File: config.mk
export PLATFORM = sky130hd
export DESIGN_NAME = disparity_bram_arbiter_flat
export DESIGN_NICKNAME = d
export VERILOG_FILES = /design/src/rtl/stereo_pkg.sv /design/src/rtl/disparity_bram_arbiter_if.sv /design/src/rtl/rd_latency_pipe.sv /design/src/rtl/disparity_bram_arbiter.sv /design/src/flat_wrapper.sv
export SDC_FILE = /design/constraint.sdc
export NUM_CORES = 1
export LEC_CHECK = 0
export ABC_AREA = 0
export BUFFER_PORTS_ARGS = -buffer_cell sky130_fd_sc_hd__clkbuf_2
export CAP_MARGIN = 0
export CORE_MARGIN = 4
export CORE_UTILIZATION = 45
export DETAILED_ROUTE_END_ITERATION = 12
export PLACE_DENSITY_LB_ADDON = 0.25
export SLEW_MARGIN = 5
export SYNTH_ARGS = -nofsm -noshare
export SYNTH_HDL_FRONTEND = slang
export SYNTH_HIERARCHICAL = 1
export SYNTH_SLANG_ARGS = --single-unit
export TNS_END_PERCENT = 30
File: constraint.sdc
create_clock -name clk_in -period 2.5 [get_ports clk_in]
set_input_delay 0.125 -clock clk_in [delete_from_list [all_inputs] [get_ports clk_in]]
set_output_delay 0.125 -clock clk_in [all_outputs]
set_load 0.1 [all_outputs]
File: src/rtl/stereo_pkg.sv
// Shared stereo-vision constants plus the result-BRAM arbiter state type
// and its grant-selection function.
package stereo_pkg;

    localparam int IMG_W        = 240;
    localparam int IMG_H        = 320;
    localparam int BLOCK_SIZE   = 6;
    localparam int RESULT_DEPTH = IMG_W * IMG_H;

    // One-hot grant encoding so each ack can be taken straight off a state flop.
    typedef enum logic [1:0] {
        IDLE   = 2'b00,
        GNT_WR = 2'b01,
        GNT_RD = 2'b10
    } arb_state_t;

    function automatic arb_state_t arb_pick(
        input logic wr_req,
        input logic rd_req,
        input logic starved
    );
        arb_state_t pick;
        pick = IDLE;
        if (wr_req && rd_req) begin
            if (starved) begin
                pick = GNT_RD;
            end else begin
                pick = GNT_WR;
            end
        end else if (wr_req) begin
            pick = GNT_WR;
        end else if (rd_req) begin
            pick = GNT_RD;
        end else begin
            pick = IDLE;
        end
        return pick;
    endfunction

endpackage

File: src/rtl/disparity_bram_arbiter_if.sv
// Writer, reader, BRAM and status signals of the disparity result-BRAM arbiter.
interface disparity_bram_arbiter_if #(
    parameter int ADDR_W = 17,
    parameter int DATA_W = 8
);

    logic              wr_req_in;
    logic [ADDR_W-1:0] wr_addr_in;
    logic [DATA_W-1:0] wr_data_in;
    logic              wr_ack_out;

    logic              rd_req_in;
    logic [ADDR_W-1:0] rd_addr_in;
    logic              rd_ack_out;
    logic              rd_valid_out;
    logic [DATA_W-1:0] rd_data_out;

    logic [ADDR_W-1:0] bram_addr_out;
    logic              bram_we_out;
    logic [DATA_W-1:0] bram_din_out;
    logic [DATA_W-1:0] bram_dout_in;

    logic              err_out;

    modport slave (
        input  wr_req_in, wr_addr_in, wr_data_in,
        input  rd_req_in, rd_addr_in,
        input  bram_dout_in,
        output wr_ack_out, rd_ack_out, rd_valid_out, rd_data_out,
        output bram_addr_out, bram_we_out, bram_din_out,
        output err_out
    );

    modport master (
        output wr_req_in, wr_addr_in, wr_data_in,
        output rd_req_in, rd_addr_in,
        output bram_dout_in,
        input  wr_ack_out, rd_ack_out, rd_valid_out, rd_data_out,
        input  bram_addr_out, bram_we_out, bram_din_out,
        input  err_out
    );

endinterface

File: src/rtl/rd_latency_pipe.sv
// Tracks granted reads through the BRAM latency: a 3-deep shift register of
// valid and out-of-range flags, emptied by reset so in-flight reads vanish.
module rd_latency_pipe (
    input  logic clk_in,
    input  logic rst_in,
    input  logic push_valid_in,
    input  logic push_oor_in,
    output logic valid_out,
    output logic oor_out
);

    logic [2:0] valid_q;
    logic [2:0] valid_d;
    logic [2:0] oor_q;
    logic [2:0] oor_d;

    // Shift one stage per edge; the range flag only travels with a real read.
    always_comb begin
        valid_d = {valid_q[1:0], push_valid_in};
        oor_d   = {oor_q[1:0], push_valid_in & push_oor_in};
    end

    // Pipeline stage registers.
    always_ff @(posedge clk_in or negedge rst_in) begin
        if (!rst_in) begin
            valid_q <= 3'b000;
            oor_q   <= 3'b000;
        end else begin
            valid_q <= valid_d;
            oor_q   <= oor_d;
        end
    end

    assign valid_out = valid_q[2];
    assign oor_out   = oor_q[2];

endmodule

File: src/rtl/disparity_bram_arbiter.sv
// Arbitrates one writer and one reader onto a single-port result BRAM with
// bounded read starvation, fixed 3-edge read return and a sticky range error.
module disparity_bram_arbiter
    import stereo_pkg::*;
#(
    parameter int ADDR_W     = 17,
    parameter int DATA_W     = 8,
    parameter int DEPTH      = RESULT_DEPTH,
    parameter int STARVE_MAX = 4
) (
    input logic                     clk_in,
    input logic                     rst_in,
    disparity_bram_arbiter_if.slave bus
);

    localparam int                CNT_W      = $clog2(STARVE_MAX + 1);
    localparam logic [CNT_W-1:0]  STARVE_LIM = CNT_W'(STARVE_MAX);
    localparam logic [ADDR_W:0]   DEPTH_L    = (ADDR_W + 1)'(DEPTH);

    arb_state_t        state_q;
    arb_state_t        state_d;
    logic [CNT_W-1:0]  starve_q;
    logic [CNT_W-1:0]  starve_d;
    logic [ADDR_W-1:0] addr_q;
    logic [ADDR_W-1:0] addr_d;
    logic [DATA_W-1:0] din_q;
    logic [DATA_W-1:0] din_d;
    logic              we_q;
    logic              we_d;
    logic              err_q;
    logic              err_d;
    logic              rd_valid_q;
    logic              rd_valid_d;
    logic [DATA_W-1:0] rd_data_q;
    logic [DATA_W-1:0] rd_data_d;

    logic              wr_in_range_s;
    logic              rd_in_range_s;
    logic              gnt_wr_s;
    logic              gnt_rd_s;
    logic              pipe_valid_s;
    logic              pipe_oor_s;

    assign wr_in_range_s = ({1'b0, bus.wr_addr_in} < DEPTH_L);
    assign rd_in_range_s = ({1'b0, bus.rd_addr_in} < DEPTH_L);

    // Next grant from the live requests and the starvation count.
    always_comb begin
        state_d = IDLE;
        state_d = arb_pick(bus.wr_req_in, bus.rd_req_in, starve_q == STARVE_LIM);
    end

    // Arbiter state register.
    always_ff @(posedge clk_in or negedge rst_in) begin
        if (!rst_in) begin
            state_q <= IDLE;
        end else begin
            state_q <= state_d;
        end
    end

    assign gnt_wr_s = (state_d == GNT_WR);
    assign gnt_rd_s = (state_d == GNT_RD);

    // Starvation counter and BRAM-side command for the grant being made.
    always_comb begin
        starve_d = {CNT_W{1'b0}};
        addr_d   = addr_q;
        din_d    = din_q;
        we_d     = 1'b0;
        err_d    = err_q;
        case (state_d)
            GNT_WR: begin
                if (!bus.rd_req_in) begin
                    starve_d = {CNT_W{1'b0}};
                end else if (starve_q == STARVE_LIM) begin
                    starve_d = starve_q;
                end else begin
                    starve_d = starve_q + CNT_W'(1);
                end
                // An out-of-range write is acked but never reaches the BRAM.
                if (wr_in_range_s) begin
                    addr_d = bus.wr_addr_in;
                    din_d  = bus.wr_data_in;
                    we_d   = 1'b1;
                end else begin
                    err_d  = 1'b1;
                end
            end
            GNT_RD: begin
                starve_d = {CNT_W{1'b0}};
                if (rd_in_range_s) begin
                    addr_d = bus.rd_addr_in;
                end else begin
                    err_d  = 1'b1;
                end
            end
            default: begin
                starve_d = {CNT_W{1'b0}};
            end
        endcase
    end

    rd_latency_pipe u_rd_pipe (
        .clk_in        (clk_in),
        .rst_in        (rst_in),
        .push_valid_in (gnt_rd_s),
        .push_oor_in   (~rd_in_range_s),
        .valid_out     (pipe_valid_s),
        .oor_out       (pipe_oor_s)
    );

    // Capture the BRAM word three edges after its grant; out-of-range reads return zero.
    always_comb begin
        rd_valid_d = pipe_valid_s;
        rd_data_d  = rd_data_q;
        if (pipe_valid_s) begin
            if (pipe_oor_s) begin
                rd_data_d = {DATA_W{1'b0}};
            end else begin
                rd_data_d = bus.bram_dout_in;
            end
        end else begin
            rd_data_d = rd_data_q;
        end
    end

    // Datapath and status registers.
    always_ff @(posedge clk_in or negedge rst_in) begin
        if (!rst_in) begin
            starve_q   <= {CNT_W{1'b0}};
            addr_q     <= {ADDR_W{1'b0}};
            din_q      <= {DATA_W{1'b0}};
            we_q       <= 1'b0;
            err_q      <= 1'b0;
            rd_valid_q <= 1'b0;
            rd_data_q  <= {DATA_W{1'b0}};
        end else begin
            starve_q   <= starve_d;
            addr_q     <= addr_d;
            din_q      <= din_d;
            we_q       <= we_d;
            err_q      <= err_d;
            rd_valid_q <= rd_valid_d;
            rd_data_q  <= rd_data_d;
        end
    end

    assign bus.wr_ack_out    = state_q[0];
    assign bus.rd_ack_out    = state_q[1];
    assign bus.bram_addr_out = addr_q;
    assign bus.bram_din_out  = din_q;
    assign bus.bram_we_out   = we_q;
    assign bus.err_out       = err_q;
    assign bus.rd_valid_out  = rd_valid_q;
    assign bus.rd_data_out   = rd_data_q;

endmodule

File: src/flat_wrapper.sv
// flat-port wrapper written by rule: the top's interface ports become plain ports
module disparity_bram_arbiter_flat import stereo_pkg::*;
#(
    parameter int ADDR_W     = 17,
    parameter int DATA_W     = 8,
    parameter int DEPTH      = RESULT_DEPTH,
    parameter int STARVE_MAX = 4
)
  (clk_in, rst_in, bus_wr_req_in, bus_wr_addr_in, bus_wr_data_in, bus_rd_req_in, bus_rd_addr_in, bus_bram_dout_in, bus_wr_ack_out, bus_rd_ack_out, bus_rd_valid_out, bus_rd_data_out, bus_bram_addr_out, bus_bram_we_out, bus_bram_din_out, bus_err_out);
  disparity_bram_arbiter_if #(.ADDR_W(ADDR_W), .DATA_W(DATA_W)) bus_i ();
  input logic clk_in;
  input logic rst_in;
  input wire logic [$bits(bus_i.wr_req_in)-1:0] bus_wr_req_in;
  input wire logic [$bits(bus_i.wr_addr_in)-1:0] bus_wr_addr_in;
  input wire logic [$bits(bus_i.wr_data_in)-1:0] bus_wr_data_in;
  input wire logic [$bits(bus_i.rd_req_in)-1:0] bus_rd_req_in;
  input wire logic [$bits(bus_i.rd_addr_in)-1:0] bus_rd_addr_in;
  input wire logic [$bits(bus_i.bram_dout_in)-1:0] bus_bram_dout_in;
  output wire logic [$bits(bus_i.wr_ack_out)-1:0] bus_wr_ack_out;
  output wire logic [$bits(bus_i.rd_ack_out)-1:0] bus_rd_ack_out;
  output wire logic [$bits(bus_i.rd_valid_out)-1:0] bus_rd_valid_out;
  output wire logic [$bits(bus_i.rd_data_out)-1:0] bus_rd_data_out;
  output wire logic [$bits(bus_i.bram_addr_out)-1:0] bus_bram_addr_out;
  output wire logic [$bits(bus_i.bram_we_out)-1:0] bus_bram_we_out;
  output wire logic [$bits(bus_i.bram_din_out)-1:0] bus_bram_din_out;
  output wire logic [$bits(bus_i.err_out)-1:0] bus_err_out;
  assign bus_i.wr_req_in = bus_wr_req_in;
  assign bus_i.wr_addr_in = bus_wr_addr_in;
  assign bus_i.wr_data_in = bus_wr_data_in;
  assign bus_i.rd_req_in = bus_rd_req_in;
  assign bus_i.rd_addr_in = bus_rd_addr_in;
  assign bus_i.bram_dout_in = bus_bram_dout_in;
  assign bus_wr_ack_out = bus_i.wr_ack_out;
  assign bus_rd_ack_out = bus_i.rd_ack_out;
  assign bus_rd_valid_out = bus_i.rd_valid_out;
  assign bus_rd_data_out = bus_i.rd_data_out;
  assign bus_bram_addr_out = bus_i.bram_addr_out;
  assign bus_bram_we_out = bus_i.bram_we_out;
  assign bus_bram_din_out = bus_i.bram_din_out;
  assign bus_err_out = bus_i.err_out;
  disparity_bram_arbiter #(.ADDR_W(ADDR_W), .DATA_W(DATA_W), .DEPTH(DEPTH), .STARVE_MAX(STARVE_MAX)) u_core (.clk_in(clk_in), .rst_in(rst_in), .bus(bus_i));
endmodule
Yosys cells after proc, flatten, opt, wreduce, memory -nomap -nowiden
Cells that the tools add are included.
{"block": "word_totals", "inputBits": 54, "wordCells": 44, "register_bits": 47, "out_inout_bits": 38}
{"block": "classes", "reduce_logical": 5, "n_mux": 16, "n_bitwise": 2, "order_cmp": 2, "add_sub_neg": 1, "eq_ne": 8}
{"cell": "17-bit less-than comparator, second input constant", "n": 2}
{"cell": "17-bit two-way mux", "n": 2}
{"cell": "17-bit case mux with 2 select lines", "n": 1}
{"cell": "3-bit two-way mux", "n": 3}
{"cell": "2-bit two-way mux", "n": 4}
{"cell": "8-bit two-way mux", "n": 1}
{"cell": "3-bit AND reduction", "n": 2}
{"cell": "1-bit two-way mux", "n": 4}
{"cell": "2-bit by 1-bit inequality test with 1-bit output, second input constant", "n": 2}
{"cell": "2-bit inequality test, second input constant", "n": 2}
{"cell": "3-bit by 1-bit adder with 3-bit output, second input constant", "n": 1}
{"cell": "3-bit == test, second input constant", "n": 1}
{"cell": "3-bit inequality test, second input constant", "n": 1}
{"cell": "2-bit by 1-bit == test with 1-bit output, second input constant", "n": 1}
{"cell": "2-bit == test, second input constant", "n": 1}
{"cell": "1-bit case mux with 2 select lines", "n": 1}
{"cell": "2-bit AND reduction", "n": 1}
{"cell": "2-bit nonzero test", "n": 1}
{"cell": "1-bit AND", "n": 1}
{"cell": "1-bit logical AND", "n": 1}
{"cell": "1-bit NOT", "n": 1}

Longest topological paths before layout
Gate-level depths: netlist of run 1.
{"block": "depth", "ltp_word": 6, "mapped_depth": 8, "ltp_nobuf": 7}

Hierarchy
The synthesis of run 1 kept the hierarchy.
{"module": "disparity_bram_arbiter", "area_per_inst_um2": 1918.1, "cells_per_inst": 137, "seq_area_each_um2": 1026.0, "instances": 1}
{"module": "rd_latency_pipe", "area_per_inst_um2": 156.4, "cells_per_inst": 7, "seq_area_each_um2": 150.1, "instances": 1}

Least setup slack after synthesis of run 1
OpenSTA, ideal clock, no wires.
{"block": "synth_path", "path_type": "register to register", "start": "register u_core.starve_q[0]", "end": "register u_core.addr_q[16], in the netlist u_core/bus.bram_addr_out[16]", "path_slack_ps": 624, "n_path_buf": 1, "setup_time_ps": 128, "stages_incl_launch_ff": 8, "t_required_ps": 2372, "synth_period_minus_slack_ps": 1876, "arrival_time_ps": 1748, "path_cell_list": "dfrtp_1 -> inv_1 -> ha_1 -> and2_4 -> a21o_2 -> o22ai_4 -> buf_6 -> mux2_1"}
{"block": "synth_between", "elab_chain_len": 6, "elab_cells_between_ends": 10, "classes_between": "eq/ne: 5; mux: 3; reduce/logical: 2"}
{"element": "start: declaration", "line_no": "disparity_bram_arbiter.sv:22", "rtl": "logic [CNT_W-1:0] starve_q;"}
{"element": "start signal: assignment", "line_no": "disparity_bram_arbiter.sv:131", "rtl": "starve_q <= {CNT_W{1'b0}};"}
{"element": "start signal: assignment", "line_no": "disparity_bram_arbiter.sv:139", "rtl": "starve_q <= starve_d;"}
{"element": "3-bit == test *", "line_no": "disparity_bram_arbiter.sv:50", "rtl": "state_d = arb_pick(bus.wr_req_in, bus.rd_req_in, starve_q == STARVE_LIM);"}
{"element": "2-bit two-way mux *", "line_no": "stereo_pkg.sv:25", "rtl": "if (starved) begin"}
{"element": "2-bit two-way mux *", "line_no": "stereo_pkg.sv:24", "rtl": "if (wr_req && rd_req) begin"}
{"element": "2-bit by 1-bit == test with 1-bit output / 2-bit == test (equally long branches)"}
{"element": "2-bit by 1-bit inequality test with 1-bit output (no source line) / 2-bit nonzero test (equally long branches)"}
{"element": "3-bit AND reduction (no source line)"}
{"element": "end signal: assignment", "line_no": "disparity_bram_arbiter.sv:132", "rtl": "addr_q <= {ADDR_W{1'b0}};"}
{"element": "end signal: assignment", "line_no": "disparity_bram_arbiter.sv:140", "rtl": "addr_q <= addr_d;"}
{"element": "end: declaration", "line_no": "disparity_bram_arbiter.sv:24", "rtl": "logic [ADDR_W-1:0] addr_q;"}
Mark *: on every way between the ends. The rest lies on a longest branch, timed or not.
A chain may end at the register's enable or synchronous reset.

Final worst setup path of run 1
Ends and elaborated chain as after synthesis.

==> impl_results.md, run 1 <==
- Total overflow reported by the global router: 0
- Post-Synthesis Cell Area: 2070 um2
- Final routed DRC violation total: 0
- End of the worst register-to-register path: u_core/bus.bram_addr_out[16]$_DFFE_PN0P_
- Sequential area share after synthesis: 56.7%
- Kind of end point of the critical path: flip-flop
- Met2 capacity usage during global routing: 26.0%
- Clock slew at the register clock pins of the worst setup and hold paths: 80 ps
- Via count: 1,384
- Horizontal extent of the die: 75.9 um
- Iteration-0 DRC Markers: 36
- Logic depth of the worst register-to-register path: 7
- Final setup margin: 477 ps
- P&R area growth vs syn: 29.7%
- Actual transition at the worst max-transition pin: 573 ps
- Clock latency on the worst-skew pair: 290 ps
- H-tree depth reported by CTS: 2
- Layout cell share with drive strength beyond 1: 60.5%
- Number of clock sinks: 47
- Total wire length: 4.03 mm
- Crit. Startpoint: u_core/starve_q[0]$_DFFE_PN0P_
- Worst slew slack as a fraction of its limit: 61.8%
- I/O pin count: 92
- Most instantiated cells after synthesis: dfrtp_1, mux2_2, mux2_4
- P per Cell Area: 888 nW/um2
- Via density per instance: 4.69
- Reg-to-reg slack, setup: 480 ps
- Synth async-reset ratio: 100%
- Total negative slack: 0 ps
- Cell types with the largest area share after synthesis: dfrtp_1, mux2_4, mux2_2, nand3b_1, inv_1
- Reg2Reg Launch Point: u_core/starve_q[0]$_DFFE_PN0P_
- Final Hold Fails: 0
- Top delay family on crit path: compound AO/OA/AOI/OAI gates
- Clock Tree Buf Depth: 2
- Fraction of synthesized cell area in xor and xnor cells: 0%
- Proportion of netlist area held by the largest area contributor: 56.7%
- Number of buffers and inverters on the critical path: 2
- Number of warning messages in the yosys log: 6
- Final Wtd Congestion: 0.783
- CTS root buf: clkbuf_8
- Largest net degree at the start of global routing: 48
- Resized cells post-CTS: 0
- GR met1 Demand/Resource: 18.4%
- Flop and latch count out of synthesis: 47
- Area of all placed cells without fillers: 2690 um2
- Most common cell in the synthesized netlist: dfrtp_1
- Setup repair after global routing missed its margin: no
- Fill cell instance count of the final layout: 376
- Die area: 5760 um2
- Final Critical Period: 2020 ps
- Leakage power total: 0.00139 uW
- Post-route fraction of the period consumed by the critical path: 80.9%
- Worst setup SP type: flip-flop
- Worst-path cell with the longest stage delay: dfrtp_1
- Proportion of synthesized area in mux cells: 26.5%
- Number of nets produced by synthesis: 200
- Number of buffers created by CTS: 5
- Post-Syn Area per Cell: 14.4 um2
- Combinational family with the most area after synthesis: multiplexers
- FMAX: 494 MHz
- CTS tree: done
- Simple logic cell fraction of the synthesized area: 5.73%
- Critical-path maximum fanout: 10
- Adder and majority cell fraction of the synthesized area: 1.21%
- WP data arrival: 2200 ps
- Estimated wirelength of the detail-placed design: 3.13 mm
- Peak per-stage delay on the critical path: 390 ps
- Row count: 24
- Vias in the first global route: 1,418
- IO Port Bufs: 91
- DP Worst Slack: 463 ps
- Antenna fix cells: 0
- EDFF count, synth: 0
- Status: finished clean
- Top flip-flop cell by instance count after synthesis: dfrtp_1
- Multi-input logic area: 817 um2
- Minimum hold slack: 61.0 ps
- Register area: 1180 um2
- Number of instances on the worst hold path: 2
- Post-detailed-placement cell area: 2600 um2
- Startpoint of the lowest-slack hold path: bus_wr_data_in[4]
- Data required, critical path: 2680 ps
- Share of the synthesized area in compound gates (AO/OA/AOI/OAI): 5.91%
- Max-slew violation count: 0
- Power, Total: 2390 uW
- Worst-path cell chain: inv_1 -> ha_1 -> and2_4 -> a21o_2 -> o22ai_4 -> buf_12 -> mux2_1
- Layer with the highest usage: met2
- Vert. Die Dim: 75.9 um
- Number of nets in the layout: 298
- Path class of the lowest-slack min-delay path: in2reg
- Antenna violations before repair: 0
- Category of the critical setup timing path: reg2reg
- First drt pass iteration count: 4
- Effective utilization at floorplan: 47.0%
- Largest area contributor in the synthesized netlist: dfrtp_1
- Number of instances in the synthesized netlist: 144
- Setup-violating endpoint count in the final report: 0
- Remaining antenna violation count after routing: 0
- IR drop worst, VDD: 0.408 mV
- Distinct cells, synth: 26
- Worst hold endpoint: u_core/bus.bram_din_out[4]$_DFFE_PN0P_
- Placeable core area: 4410 um2
- Wire length of the first global-routing pass: 6.51 mm
- Routed WL per cell: 13.7 um
- All-Layer GR Usage: 15.1%
- Max Cap Violations: 0
- Worst clock skew: 6.57 ps
- Met3 track demand over resource: 3.69%
==> state kept, by name (all words and copies together), names as in the netlist <==
signal,flops
u_core/bus.bram_addr_out,17
u_core/bus.bram_din_out,8
u_core/bus.rd_data_out,8
u_core/starve_q,3
u_core/u_rd_pipe/oor_q,3
u_core/u_rd_pipe/valid_q,3
u_core/state_q,2
u_core/bus.bram_we_out,1
u_core/bus.err_out,1
u_core/bus.rd_valid_out,1
==> power breakdown <==
part	internal (uW)	switching [uW]
clock network	195	236
logic	215	830
registers	858	54.9
==> layout by cell type (no fill, tap or decap), types with 2 or more instances in the layout <==
cell type / count
a211oi_1: 2
a21boi_1: 2
clkbuf_2: 91
clkbuf_8: 5
dfrtp_1: 47
ha_1: 2
inv_1: 13
mux2_2: 23
mux2_4: 18
nand3_1: 2
nand3b_1: 8
nor2_1: 3
o21ai_0: 8
==> per-layer routing <==
metal | part of all wire, % | up-vias
met2 | 49 | 50
met4 | 1.4 | 0
met1 | 42 | 635
met3 | 7.0 | 7
li1 | - | 692
met5 | 0 | -
==> through the flow <==
| step | instances | utilization (%) |
|---|---|---|
| finish | 295 | 61.0 |
| global route | 295 | 61.0 |
| CTS | 295 | 61.0 |
| detailed placement | 286 | 58.8 |
| global placement | 286 | 58.8 |
| floorplan | 144 | - |
==> final cells by class <==
cell class	instances	share of cell area, %
inverter	14	2.05
multi-input combinational	80	30.4
tap	52	2.42
clock buffer	6	2.70
sequential	47	43.7
timing repair buffer	94	18.3
clock inverter	2	0.465
==> kinds of logic after synthesis <==
family	count (synthesis)
AO/OA/AOI/OAI	16
multiplexers	43
AND/OR/NAND/NOR	19
flip-flops	47
buffers and inverters	17
adder cells (fa/ha/maj)	2
==> timing repair <==
| action | CTS | global route |
|---|---|---|
| hold buffers | 1 | 0 |
| buffers inserted | 0 | 0 |
| endpoints found under the hold margin | 47 | 0 |
| endpoints found under the setup margin | 0 | 0 |
==> worst max path at each step <==
stage,to,slack (ps),cells after the start
2_1_floorplan,u_core/bus.bram_addr_out[16]$_DFFE_PN0P_,620,7
3_3_place_gp,u_core/bus.bram_addr_out[16]$_DFFE_PN0P_,550,7
3_5_place_dp,u_core/bus.bram_addr_out[16]$_DFFE_PN0P_,460,7
4_1_cts,u_core/bus.bram_addr_out[16]$_DFFE_PN0P_,450,7
5_1_grt,u_core/bus.bram_addr_out[16]$_DFFE_PN0P_,370,7
6_report,u_core/bus.bram_addr_out[16]$_DFFE_PN0P_,480,7
No activity file was read; power rests on OpenSTA's default activity.
==> inputs of run 2 (changes only) <==
--- a/config.mk
+++ b/config.mk
@@ -5,11 +5,11 @@
 export SDC_FILE = /design/constraint.sdc
 export NUM_CORES = 1
 export LEC_CHECK = 0
-export ABC_AREA = 0
+export ABC_AREA = 1
 export BUFFER_PORTS_ARGS = -buffer_cell sky130_fd_sc_hd__clkbuf_2
 export CAP_MARGIN = 0
 export CORE_MARGIN = 4
-export CORE_UTILIZATION = 45
+export CORE_UTILIZATION = 42
 export DETAILED_ROUTE_END_ITERATION = 12
 export PLACE_DENSITY_LB_ADDON = 0.25
 export SLEW_MARGIN = 5
==> constraint.sdc (replaced) <==
create_clock -name clk_in -period 1.8 [get_ports clk_in]
set_input_delay 0.09 -clock clk_in [delete_from_list [all_inputs] [get_ports clk_in]]
set_output_delay 0.09 -clock clk_in [all_outputs]
set_load 0.1 [all_outputs]
==> run 2 against run 1 <==
- count of clock-buffer cells in the layout is the same
- register-to-register slack lost 300 ps
- hold slack worse by 45 ps
- global-route usage up 1.8 points
- synthesized area is 0.48% higher
- sequential cell count unchanged
- synthesized cell count rose by 73%
- clock power is 80% higher
==> impl_results.md, run 2 <==
- Total length of routed met3 wires: 362 um
- Category of the critical setup timing path: reg2reg
- Fill cell instance count of the final layout: 457
- P&R area growth vs syn: 36.1%
- Via density per instance: 4.63
- Fraction of synthesized cell area in xor and xnor cells: 0.420%
- Worst setup SP type: flip-flop
- Number of clock sinks: 47
- Synth async-reset ratio: 100%
- Final Hold Fails: 0
- Routed WL per cell: 11.7 um
- Wire length of the first global-routing pass: 8.29 mm
- All-Layer GR Usage: 16.9%
- Row count: 25
- Clock latency on the worst-skew pair: 290 ps
- H-tree depth reported by CTS: 2
- I/O pin count: 92
- Multi-input logic area: 791 um2
- Simple logic cell fraction of the synthesized area: 32.8%
- Antenna violations before repair: 0
- Largest net degree at the start of global routing: 27
- Iteration-0 DRC Markers: 63
- Clock Tree Buf Depth: 2
- Register area: 1180 um2
- Clock slew at the register clock pins of the worst setup and hold paths: 80 ps
- Proportion of netlist area held by the largest area contributor: 56.4%
- CTS root buf: clkbuf_8
- WP data arrival: 1850 ps
- Post-Synthesis Cell Area: 2080 um2
- Cell types with the largest area share after synthesis: dfrtp_1, nand2_1, nand3_1, inv_1, o21ai_0
- Leading cell type in the layout, fill and taps excluded: nand2_1
- Vert. Die Dim: 78.5 um
- Max Cap Violations: 0
- Top flip-flop cell by instance count after synthesis: dfrtp_1
- IO Port Bufs: 91
- Leakage power total: 0.00164 uW
- Actual transition at the worst max-transition pin: 555 ps
- Total overflow reported by the global router: 0
- Highest-count cells in the layout ignoring fill and taps: nand2_1, clkbuf_2, dfrtp_1, nand3_1, inv_1
- Most common cell in the synthesized netlist: nand2_1
- Post-Syn Area per Cell: 8.37 um2
- Uppermost signal routing layer after detailed routing: met4
- Most instantiated cells after synthesis: nand2_1, dfrtp_1, nand3_1
- Horizontal extent of the die: 78.5 um
- Worst slew slack as a fraction of its limit: 63.2%
- Layout cell share with drive strength beyond 1: 32.1%
- P per Cell Area: 1190 nW/um2
- Critical-path maximum fanout: 19
- Vias in the first global route: 1,801
- Kind of end point of the critical path: flip-flop
- Setup repair after global routing missed its margin: no
- Distinct cells, synth: 19
- Antenna fix cells: 0
- First drt pass iteration count: 4
- Data required, critical path: 2030 ps
- IR drop worst, VDD: 0.495 mV
- Largest area contributor in the synthesized netlist: dfrtp_1
- Number of nets produced by synthesis: 305
- Post-route fraction of the period consumed by the critical path: 90.0%
- Estimated wirelength of the detail-placed design: 3.73 mm
- Max FFs per register: 17
- Adder and majority cell fraction of the synthesized area: 1.20%
- Final Wtd Congestion: 0.839
- Path class of the lowest-slack min-delay path: in2reg
- Number of buffers created by CTS: 5
- Combinational family with the most area after synthesis: simple AND/OR/NAND/NOR gates
- Sequential area share after synthesis: 56.4%
- Proportion of synthesized area in mux cells: 0%
- Placeable core area: 4750 um2
- Via count: 1,940
- CTS tree: done
- Final Critical Period: 1620 ps
- Status: finished clean
- Final standard cell utilization of the core: 59.7%
- Die area: 6150 um2
- Total negative slack: 0 ps
- Final routed DRC violation total: 0
- Worst clock skew: 5.69 ps
- Routed wire length on met2: 2.33 mm
- FMAX: 617 MHz
- Met1 WL: 2.21 mm
- EDFF count, synth: 0
- Effective utilization at floorplan: 43.8%
- Share of the synthesized area in compound gates (AO/OA/AOI/OAI): 3.12%
- Number of nets in the layout: 407
- Number of instances in the synthesized netlist: 249
- Setup-violating endpoint count in the final report: 0
- Total wire length: 4.92 mm
- Max-slew violation count: 0
- Number of warning messages in the yosys log: 6
- Flop and latch count out of synthesis: 47
- Remaining antenna violation count after routing: 0
## run 2: final timing paths
path                                                  startpoint  cells after the start                                 endpoint  slack (ps)
min                                            bus_wr_data_in[2]                      3   u_core/bus.bram_din_out[2]$_DFFE_PN0P_          20
min reg2reg                u_core/u_rd_pipe/valid_q[0]$_DFF_PN0_                      0    u_core/u_rd_pipe/valid_q[1]$_DFF_PN0_         350
max reg2reg                       u_core/starve_q[0]$_DFFE_PN0P_                      8  u_core/bus.bram_addr_out[5]$_DFFE_PN0P_         180
max                               u_core/starve_q[0]$_DFFE_PN0P_                      8  u_core/bus.bram_addr_out[5]$_DFFE_PN0P_         180
min in group asynchronous                                 rst_in                      2  u_core/bus.bram_addr_out[6]$_DFFE_PN0P_         320
max in group asynchronous                                 rst_in                      3           u_core/starve_q[1]$_DFFE_PN0P_         960
## run 2: where the power goes
| group | internal [uW] | total, uW | switching, uW | leakage [uW] |
|---|---|---|---|---|
| combinational | 222 | 1350 | 1130 | 0.000996 |
| sequential | 1180 | 1250 | 72.9 | 0.000588 |
| clock | 449 | 777 | 328 | 0.0000612 |
| total | 1850 | 3380 | 1530 | 0.00164 |
## run 2: timing repair
action,4_1_cts,5_1_grt
hold buffers,8,0
setup buffers,0,0
resized for setup,0,1
endpoints found under the setup margin,0,2
endpoints found under the hold margin,28,0
## run 2: through the flow
| stage | setup slack (ps) | area (um2) | hold WS (ps) | total power, uW | instances |
|---|---|---|---|---|---|
| after floorplan | 351 | 2080 | -206 | 2340 | 249 |
| after detailed placement | 165 | 2630 | 102 | 2620 | 403 |
| after CTS | 148 | 2830 | 12.0 | 3420 | 419 |
| after global routing | 29.4 | 2840 | 28.2 | 3550 | 419 |
| final | 180 | 2840 | 16.3 | 3380 | 419 |
| after global placement | 229 | 2630 | 99.0 | 2610 | 403 |
## run 2: final cells by class
class,instances,area share (%)
repair buffers,104,20.6
multi-input cells,171,27.9
flip-flops and latches,47,41.5
clock inverters,2,1.24
inverters,22,2.91
well taps,67,2.96
clock buffers,6,2.91
## run 2: critical path, cell delays in order (launching register included)
cell,delay [ps]
dfrtp_1,400
inv_1,70
ha_1,180
nand3_2,110
nand2_2,190
nand3_4,260
nand2_8,220
nand2_1,70
nand2_1,60
## run 2: logic make-up after synthesis
family / Yosys count
adder cells (fa/ha/maj): 2
XOR/XNOR: 1
buffers and inverters: 31
AND/OR/NAND/NOR: 155
flip-flops: 47
AO/OA/AOI/OAI: 13
## run 2: metal layers
metal / up-vias / GRT usage, %
li1: 986 / -
met1: 875 / 22.3
met2: 77 / 27.7
met3: 2 / 4.70
met4: 0 / 4.02
met5: - / 0
